==> src/rtl/wd_tel_pkg.sv <==
// ============================================================================
//  Module      : wd_tel_pkg
//  Description : Shared constants, state encoding and frame-byte helper for
//                the wind telemetry streamer and UART arbiter.
//  Revision    : 1.0 - initial release
// ============================================================================
`default_nettype none

package wd_tel_pkg;

    localparam logic [7:0] C_HEADER_DEFAULT  = 8'hA5;
    localparam int         C_HOLDOFF_DEFAULT = 400;
    localparam int         C_FRAME_LEN       = 10;
    localparam int         C_IDX_W           = 4;

    localparam logic [C_IDX_W-1:0] C_LAST_IDX = C_IDX_W'(C_FRAME_LEN - 1);

    typedef enum logic [1:0] {
        IDLE   = 2'd0,
        F_SEND = 2'd1,
        F_GAP  = 2'd2,
        F_WAIT = 2'd3
    } tel_state_t;

    // Byte at position idx of a telemetry frame; the last byte is the XOR of the payload.
    function automatic logic [7:0] frame_byte(
        input logic [C_IDX_W-1:0] idx,
        input logic [7:0]         header,
        input logic [15:0]        spd,
        input logic [15:0]        dir,
        input logic [15:0]        sx,
        input logic [15:0]        sy
    );
        logic [7:0] csum;
        csum = spd[15:8] ^ spd[7:0] ^ dir[15:8] ^ dir[7:0]
             ^ sx[15:8]  ^ sx[7:0]  ^ sy[15:8]  ^ sy[7:0];
        case (idx)
            4'd0:    return header;
            4'd1:    return spd[15:8];
            4'd2:    return spd[7:0];
            4'd3:    return dir[15:8];
            4'd4:    return dir[7:0];
            4'd5:    return sx[15:8];
            4'd6:    return sx[7:0];
            4'd7:    return sy[15:8];
            4'd8:    return sy[7:0];
            4'd9:    return csum;
            default: return 8'h00;
        endcase
    endfunction

endpackage

`default_nettype wire

==> src/rtl/tel_capture.sv <==
// ============================================================================
//  Module      : tel_capture
//  Description : Decimated snapshot of wind measurements with a pending flag
//                and a saturating count of captures that could not be taken.
//  Revision    : 1.0 - initial release
// ============================================================================
`default_nettype none

module tel_capture (
    input  logic        clock,
    input  logic        reset_n,
    input  logic        tel_enable,
    input  logic [7:0]  tel_div,
    input  logic        speeden,
    input  logic [15:0] speed,
    input  logic [15:0] direction,
    input  logic [15:0] speedX,
    input  logic [15:0] speedY,
    input  logic        frame_busy,
    input  logic        frame_done,
    output logic        pending,
    output logic [15:0] snap_speed,
    output logic [15:0] snap_direction,
    output logic [15:0] snap_x,
    output logic [15:0] snap_y,
    output logic [7:0]  drop_count
);

    logic [7:0]  r_dec_cnt;
    logic        r_pending;
    logic [15:0] r_snap_speed;
    logic [15:0] r_snap_direction;
    logic [15:0] r_snap_x;
    logic [15:0] r_snap_y;
    logic [7:0]  r_drop_count;

    logic w_attempt;
    logic w_capture;
    logic w_drop;

    assign w_attempt = speeden & tel_enable & (r_dec_cnt == tel_div);
    // A snapshot that is still waiting or being sent must not be overwritten.
    assign w_capture = w_attempt & ~r_pending & ~frame_busy;
    assign w_drop    = w_attempt & ~w_capture;

    always_ff @(posedge clock or negedge reset_n) begin
        if (!reset_n) begin
            r_dec_cnt        <= 8'd0;
            r_pending        <= 1'b0;
            r_snap_speed     <= 16'd0;
            r_snap_direction <= 16'd0;
            r_snap_x         <= 16'd0;
            r_snap_y         <= 16'd0;
            r_drop_count     <= 8'd0;
        end else begin
            if (!tel_enable) begin
                r_dec_cnt <= 8'd0;
            end else if (speeden) begin
                r_dec_cnt <= w_attempt ? 8'd0 : r_dec_cnt + 8'd1;
            end

            if (!tel_enable || frame_done) begin
                r_pending <= 1'b0;
            end else if (w_capture) begin
                r_pending <= 1'b1;
            end

            if (w_capture) begin
                r_snap_speed     <= speed;
                r_snap_direction <= direction;
                r_snap_x         <= speedX;
                r_snap_y         <= speedY;
            end

            if (w_drop && (r_drop_count != 8'hFF)) begin
                r_drop_count <= r_drop_count + 8'd1;
            end
        end
    end

    assign pending        = r_pending;
    assign snap_speed     = r_snap_speed;
    assign snap_direction = r_snap_direction;
    assign snap_x         = r_snap_x;
    assign snap_y         = r_snap_y;
    assign drop_count     = r_drop_count;

endmodule

`default_nettype wire

==> src/rtl/uart_tx_arbiter.sv <==
// ============================================================================
//  Module      : uart_tx_arbiter
//  Description : Shares one UART transmitter between the command interpreter
//                and a 10-byte wind telemetry frame streamer.
//  Revision    : 1.0 - initial release
// ============================================================================
`default_nettype none

module uart_tx_arbiter
    import wd_tel_pkg::*;
#(
    parameter int         HOLDOFF = C_HOLDOFF_DEFAULT,
    parameter logic [7:0] HEADER  = C_HEADER_DEFAULT
) (
    input  logic        clock,
    input  logic        reset_n,
    input  logic        tel_enable,
    input  logic [7:0]  tel_div,
    input  logic        speeden,
    input  logic [15:0] speed,
    input  logic [15:0] direction,
    input  logic [15:0] speedX,
    input  logic [15:0] speedY,
    input  logic        cmd_en,
    input  logic [7:0]  cmd_data,
    output logic        cmd_ready,
    input  logic        uart_txready,
    output logic        uart_txen,
    output logic [7:0]  uart_din,
    output logic        frame_busy,
    output logic [7:0]  drop_count
);

    localparam int                C_HO_W    = $clog2(HOLDOFF + 1);
    localparam logic [C_HO_W-1:0] C_HO_LOAD = C_HO_W'(HOLDOFF);

    tel_state_t          r_state;
    tel_state_t          w_state_nxt;
    logic [C_IDX_W-1:0]  r_idx;
    logic [C_IDX_W-1:0]  w_idx_nxt;
    logic [C_HO_W-1:0]   r_holdoff;

    logic        w_pending;
    logic [15:0] w_snap_speed;
    logic [15:0] w_snap_direction;
    logic [15:0] w_snap_x;
    logic [15:0] w_snap_y;
    logic        w_cmd_fwd;
    logic        w_frame_start;
    logic        w_frame_done;
    logic        w_frame_busy;

    // A command offered while the UART is busy is dropped rather than forwarded.
    assign w_cmd_fwd     = (r_state == IDLE) & cmd_en & uart_txready;
    assign w_frame_start = (r_state == IDLE) & w_pending & (r_holdoff == '0)
                         & uart_txready & ~cmd_en;
    assign w_frame_done  = (r_state == F_WAIT) & uart_txready & (r_idx == C_LAST_IDX);
    assign w_frame_busy  = (r_state != IDLE);

    tel_capture u_capture (
        .clock          (clock),
        .reset_n        (reset_n),
        .tel_enable     (tel_enable),
        .tel_div        (tel_div),
        .speeden        (speeden),
        .speed          (speed),
        .direction      (direction),
        .speedX         (speedX),
        .speedY         (speedY),
        .frame_busy     (w_frame_busy),
        .frame_done     (w_frame_done),
        .pending        (w_pending),
        .snap_speed     (w_snap_speed),
        .snap_direction (w_snap_direction),
        .snap_x         (w_snap_x),
        .snap_y         (w_snap_y),
        .drop_count     (drop_count)
    );

    always_ff @(posedge clock or negedge reset_n) begin
        if (!reset_n) begin
            r_state   <= IDLE;
            r_idx     <= '0;
            r_holdoff <= '0;
        end else begin
            r_state <= w_state_nxt;
            r_idx   <= w_idx_nxt;
            if (w_cmd_fwd) begin
                r_holdoff <= C_HO_LOAD;
            end else if (r_holdoff != '0) begin
                r_holdoff <= r_holdoff - 1'b1;
            end
        end
    end

    always_comb begin
        w_state_nxt = r_state;
        w_idx_nxt   = r_idx;
        cmd_ready   = 1'b0;
        uart_txen   = 1'b0;
        uart_din    = frame_byte(r_idx, HEADER, w_snap_speed, w_snap_direction,
                                 w_snap_x, w_snap_y);
        case (r_state)
            IDLE: begin
                cmd_ready = uart_txready;
                uart_txen = w_cmd_fwd;
                uart_din  = cmd_data;
                if (w_frame_start) begin
                    w_state_nxt = F_SEND;
                    w_idx_nxt   = '0;
                end
            end
            F_SEND: begin
                uart_txen   = 1'b1;
                w_state_nxt = F_GAP;
            end
            // txready still reflects the previous byte here, so skip one cycle.
            F_GAP: begin
                w_state_nxt = F_WAIT;
            end
            F_WAIT: begin
                if (uart_txready) begin
                    if (r_idx == C_LAST_IDX) begin
                        w_state_nxt = IDLE;
                    end else begin
                        w_idx_nxt   = r_idx + 1'b1;
                        w_state_nxt = F_SEND;
                    end
                end
            end
            default: begin
                w_state_nxt = IDLE;
            end
        endcase
    end

    assign frame_busy = w_frame_busy;

endmodule

`default_nettype wire

==> config.mk <==
export PLATFORM = sky130hd
export DESIGN_NAME = uart_tx_arbiter
export DESIGN_NICKNAME = d
export VERILOG_FILES = /design/src/rtl/wd_tel_pkg.sv /design/src/rtl/tel_capture.sv /design/src/rtl/uart_tx_arbiter.sv
export SDC_FILE = /design/constraint.sdc
export NUM_CORES = 1
export LEC_CHECK = 0
export BUFFER_PORTS_ARGS = -buffer_cell sky130_fd_sc_hd__buf_4
export CAP_MARGIN = 30
export CORE_AREA = 10 10 112 114
export DETAILED_ROUTE_END_ITERATION = 12
export DIE_AREA = 0 0 122 124
export PLACE_DENSITY = 0.78
export SETUP_SLACK_MARGIN = 0.3
export SLEW_MARGIN = 10
export SYNTH_ARGS = -nofsm -noshare
export SYNTH_HDL_FRONTEND = slang
export SYNTH_HIERARCHICAL = 1
export SYNTH_SLANG_ARGS = --single-unit
==> constraint.sdc <==
create_clock -name clock -period 3 [get_ports clock]
set_clock_uncertainty 0.15 [all_clocks]
set_input_delay 0.3 -clock clock [delete_from_list [all_inputs] [get_ports clock]]
set_output_delay 0.3 -clock clock [all_outputs]
set_load 0.01 [all_outputs]
==> results.cfg <==
[critical_path]
critPathSlowestCell = dfrtp_1
slowest_delay_ns = 0.45
critPathTopFamily = buffers and inverters
crit_type = flip-flop to output port
crit_required_ns = 2.55
worst_setup_path_start_kind = flip-flop
crit_top_cell = buf_4
cp-end-kind = output port
crit_fanout = 12
critPathArrivalTime_ns = 2.30
critPathBufInv = 4
cp_cell_sequence = inv_2, ha_4, buf_4, buf_4, and3b_4, a21oi_1, a21oi_1, buf_4

[sta]
slew_headroom_pct = 44.2
worst_pin_slew_ns = 0.834
setup_tns_ns = 0
rsz0062_at_grt = yes
hold_violations = 0
max_freq_mhz = 364
setup_viol = 0
slew_viol_final = 0
finalCritPeriodShare_pct = 91.6
fin_crit_ns = 2.75

[global_routing]
grt_max_degree = 66
grt_pass1_wl_um = 23600
antenna_found_initial = 0
track_usage_pct = 19.4
first_global_vias = 4876
grt-ovfl-total = 0

[floorplan]
die_h_um = 124
die_area_um2 = 15100
pin_count = 105
start_util_pct = 54.4
core_area_um2 = 10200
rows = 37
die_w_um = 122

[cells_and_area]
layout_common_cells = buf_4, dfrtp_1, dlygate4sd3_1
finalInstanceArea_um2 = 7510
final_nets = 778
area_growth_syn_to_layout_pct = 34.9
final_common_cell = buf_4
n_antenna_cell = 0
drive_gt1_share_pct = 29.6

[clock_network]
insertion_delay_ns = 0.38
cts_tree = built
clkTransAtPathRegs_ns = 0.09
cts.sinks = 96
htree_num_levels = 3
cts_made_buffers = 9
cts-root-buf = clkbuf_8
clk_path_buf_depth = 2

[logic_synthesis]
syn_area_um2 = 5570
syn-num-nets = 599
synth_edf_count = 0
synth_area_per_cell_um2 = 11.1
async_reset_ff_share_pct = 100
syn_inst = 502
ys_ff_latch = 96
ys_seq_area_share_pct = 43.2
synth_ff_type = dfrtp_1
synth_cell_type_count = 60
yosys_warnings = 6

[worst_hold_path]
hold_class = input pin to flip-flop

[route]
viasPerCell = 5.64
drc = 0
num_vias = 4632
drt_iter0_drc = 337
ant_nets = 0
wire_per_inst_um = 18.6
dr.pass1.iters = 7
drt-total-wl_um = 15300

[pwr]
worst_ir_drop_vdd_uv = 338
pwr_density_cell_nw_per_um2 = 591
p_leak_uw = 0.00353

[place]
port_buffers = 104
post-dp-hpwl_um = 10100
gp_congestion = 0.854
placed_area_um2 = 6460

[outcome]
outcome = finished, final reports clean

[run]
max_cap_violations = 0
==> worst register-to-register path, cell delays in order (launching register included) <==
cell,delay [ns]
dfrtp_1,0.46
xor2_1,0.21
nor4_2,0.34
and2_1,0.20
nor4b_4,0.27
buf_12,0.36
mux2_2,0.41
==> sequential cells by signal, summed over array words and instances, names as in the netlist <==
name and count:
u_capture/snap_direction 16, u_capture/snap_speed 16, u_capture/snap_x 16, u_capture/snap_y 16, r_holdoff 9, u_capture/drop_count 8, u_capture/r_dec_cnt 8, r_idx 4
r_state 2, u_capture/pending 1
==> final timing paths <==
check	from	to	slack [ns]	depth (start not counted)
min in group asynchronous	reset_n	u_capture/snap_speed[1]$_DFFE_PN0P_	0.32	2
max in group asynchronous	reset_n	u_capture/r_dec_cnt[2]$_DFFE_PN0P_	1.68	3
hold reg to reg	r_holdoff[8]$_DFFE_PN0P_	r_holdoff[8]$_DFFE_PN0P_	0.34	1
hold / removal	direction[7]	u_capture/snap_direction[7]$_DFFE_PN0P_	0.006	2
setup / recovery	r_idx[1]$_DFFE_PN0P_	uart_din[2]	0.25	8
setup reg to reg	u_capture/r_dec_cnt[5]$_DFFE_PN0P_	u_capture/snap_direction[8]$_DFFE_PN0P_	0.50	6
==> report_power, final <==
group          internal [uW]  switching (uW)  leakage, uW  total [uW]
Sequential              1410             198      0.00130        1610
Combinational           1030            1040      0.00215        2070
Clock                    302             452    0.0000814         754
==> cells in the mapped netlist (8+ instances only) <==
library cell / number / share of area [%]
ha_1: 11 / 2.5
nand2_1: 23 / 1.6
o21ai_0: 9 / 0.81
xor2_1: 16 / 2.5
a21oi_1: 32 / 2.9
mux2_2: 21 / 4.2
nand2b_1: 8 / 0.90
dfrtp_1: 96 / 43
inv_1: 15 / 1.0
mux2_1: 50 / 10
nand3_1: 15 / 1.3
xnor2_1: 57 / 9.0
nor2_1: 16 / 1.1
a22oi_1: 10 / 1.3
==> cells by family after synthesis <==
group / after synthesis / synth area share [%]
and+or+nand+nor: 110 / 11.5
DFF: 96 / 43.2
buffers and inverters: 38 / 3.87
muxes: 77 / 15.5
adders and majority gates: 11 / 2.47
AOI/OAI and AO/OA: 97 / 12.0
xor gates and xnor gates: 73 / 11.5
==> layer usage <==
layer | part of all wire (%) | vias to the layer above | GRT usage [%]
li1 | - | 2146 | -
met1 | 40 | 2312 | 22.5
met2 | 53 | 137 | 34.0
met3 | 4.5 | 37 | 3.85
met4 | 2.7 | 0 | 9.31
met5 | 0 | - | 0
==> stage by stage <==
step | std cells | hold slack (ns) | total power (uW) | utilization [%] | setup WS, ns
6_report | 822 | 0.00620 | 4430 | 73.4 | 0.252
4_1_cts | 802 | 0.00125 | 4000 | 70.5 | 0.240
3_5_place_dp | 728 | 0.207 | 3160 | 63.1 | 0.398
5_1_grt | 822 | 0.00185 | 4660 | 73.4 | 0.193
2_1_floorplan | 502 | -0.146 | 2580 | - | 0.696
3_3_place_gp | 728 | 0.198 | 3090 | 63.1 | 0.569
==> final cells by class <==
class,instances,area [um^2]
multi-input combinational,368,3090
fill,668,2730
sequential,96,2400
timing repair buffer,191,1620
tap,136,170
clock buffer,13,139
inverter,15,56.3
clock inverter,3,18.8
==> repair_timing <==
action	4_1_cts	5_1_grt
pin swaps	2	14
setup buffers	2	18
resized for setup	9	40
endpoints found under the hold margin	102	2
hold buffers	56	2
setup endpoints to repair	8	8
No activity file was read; power rests on OpenSTA's default activity.
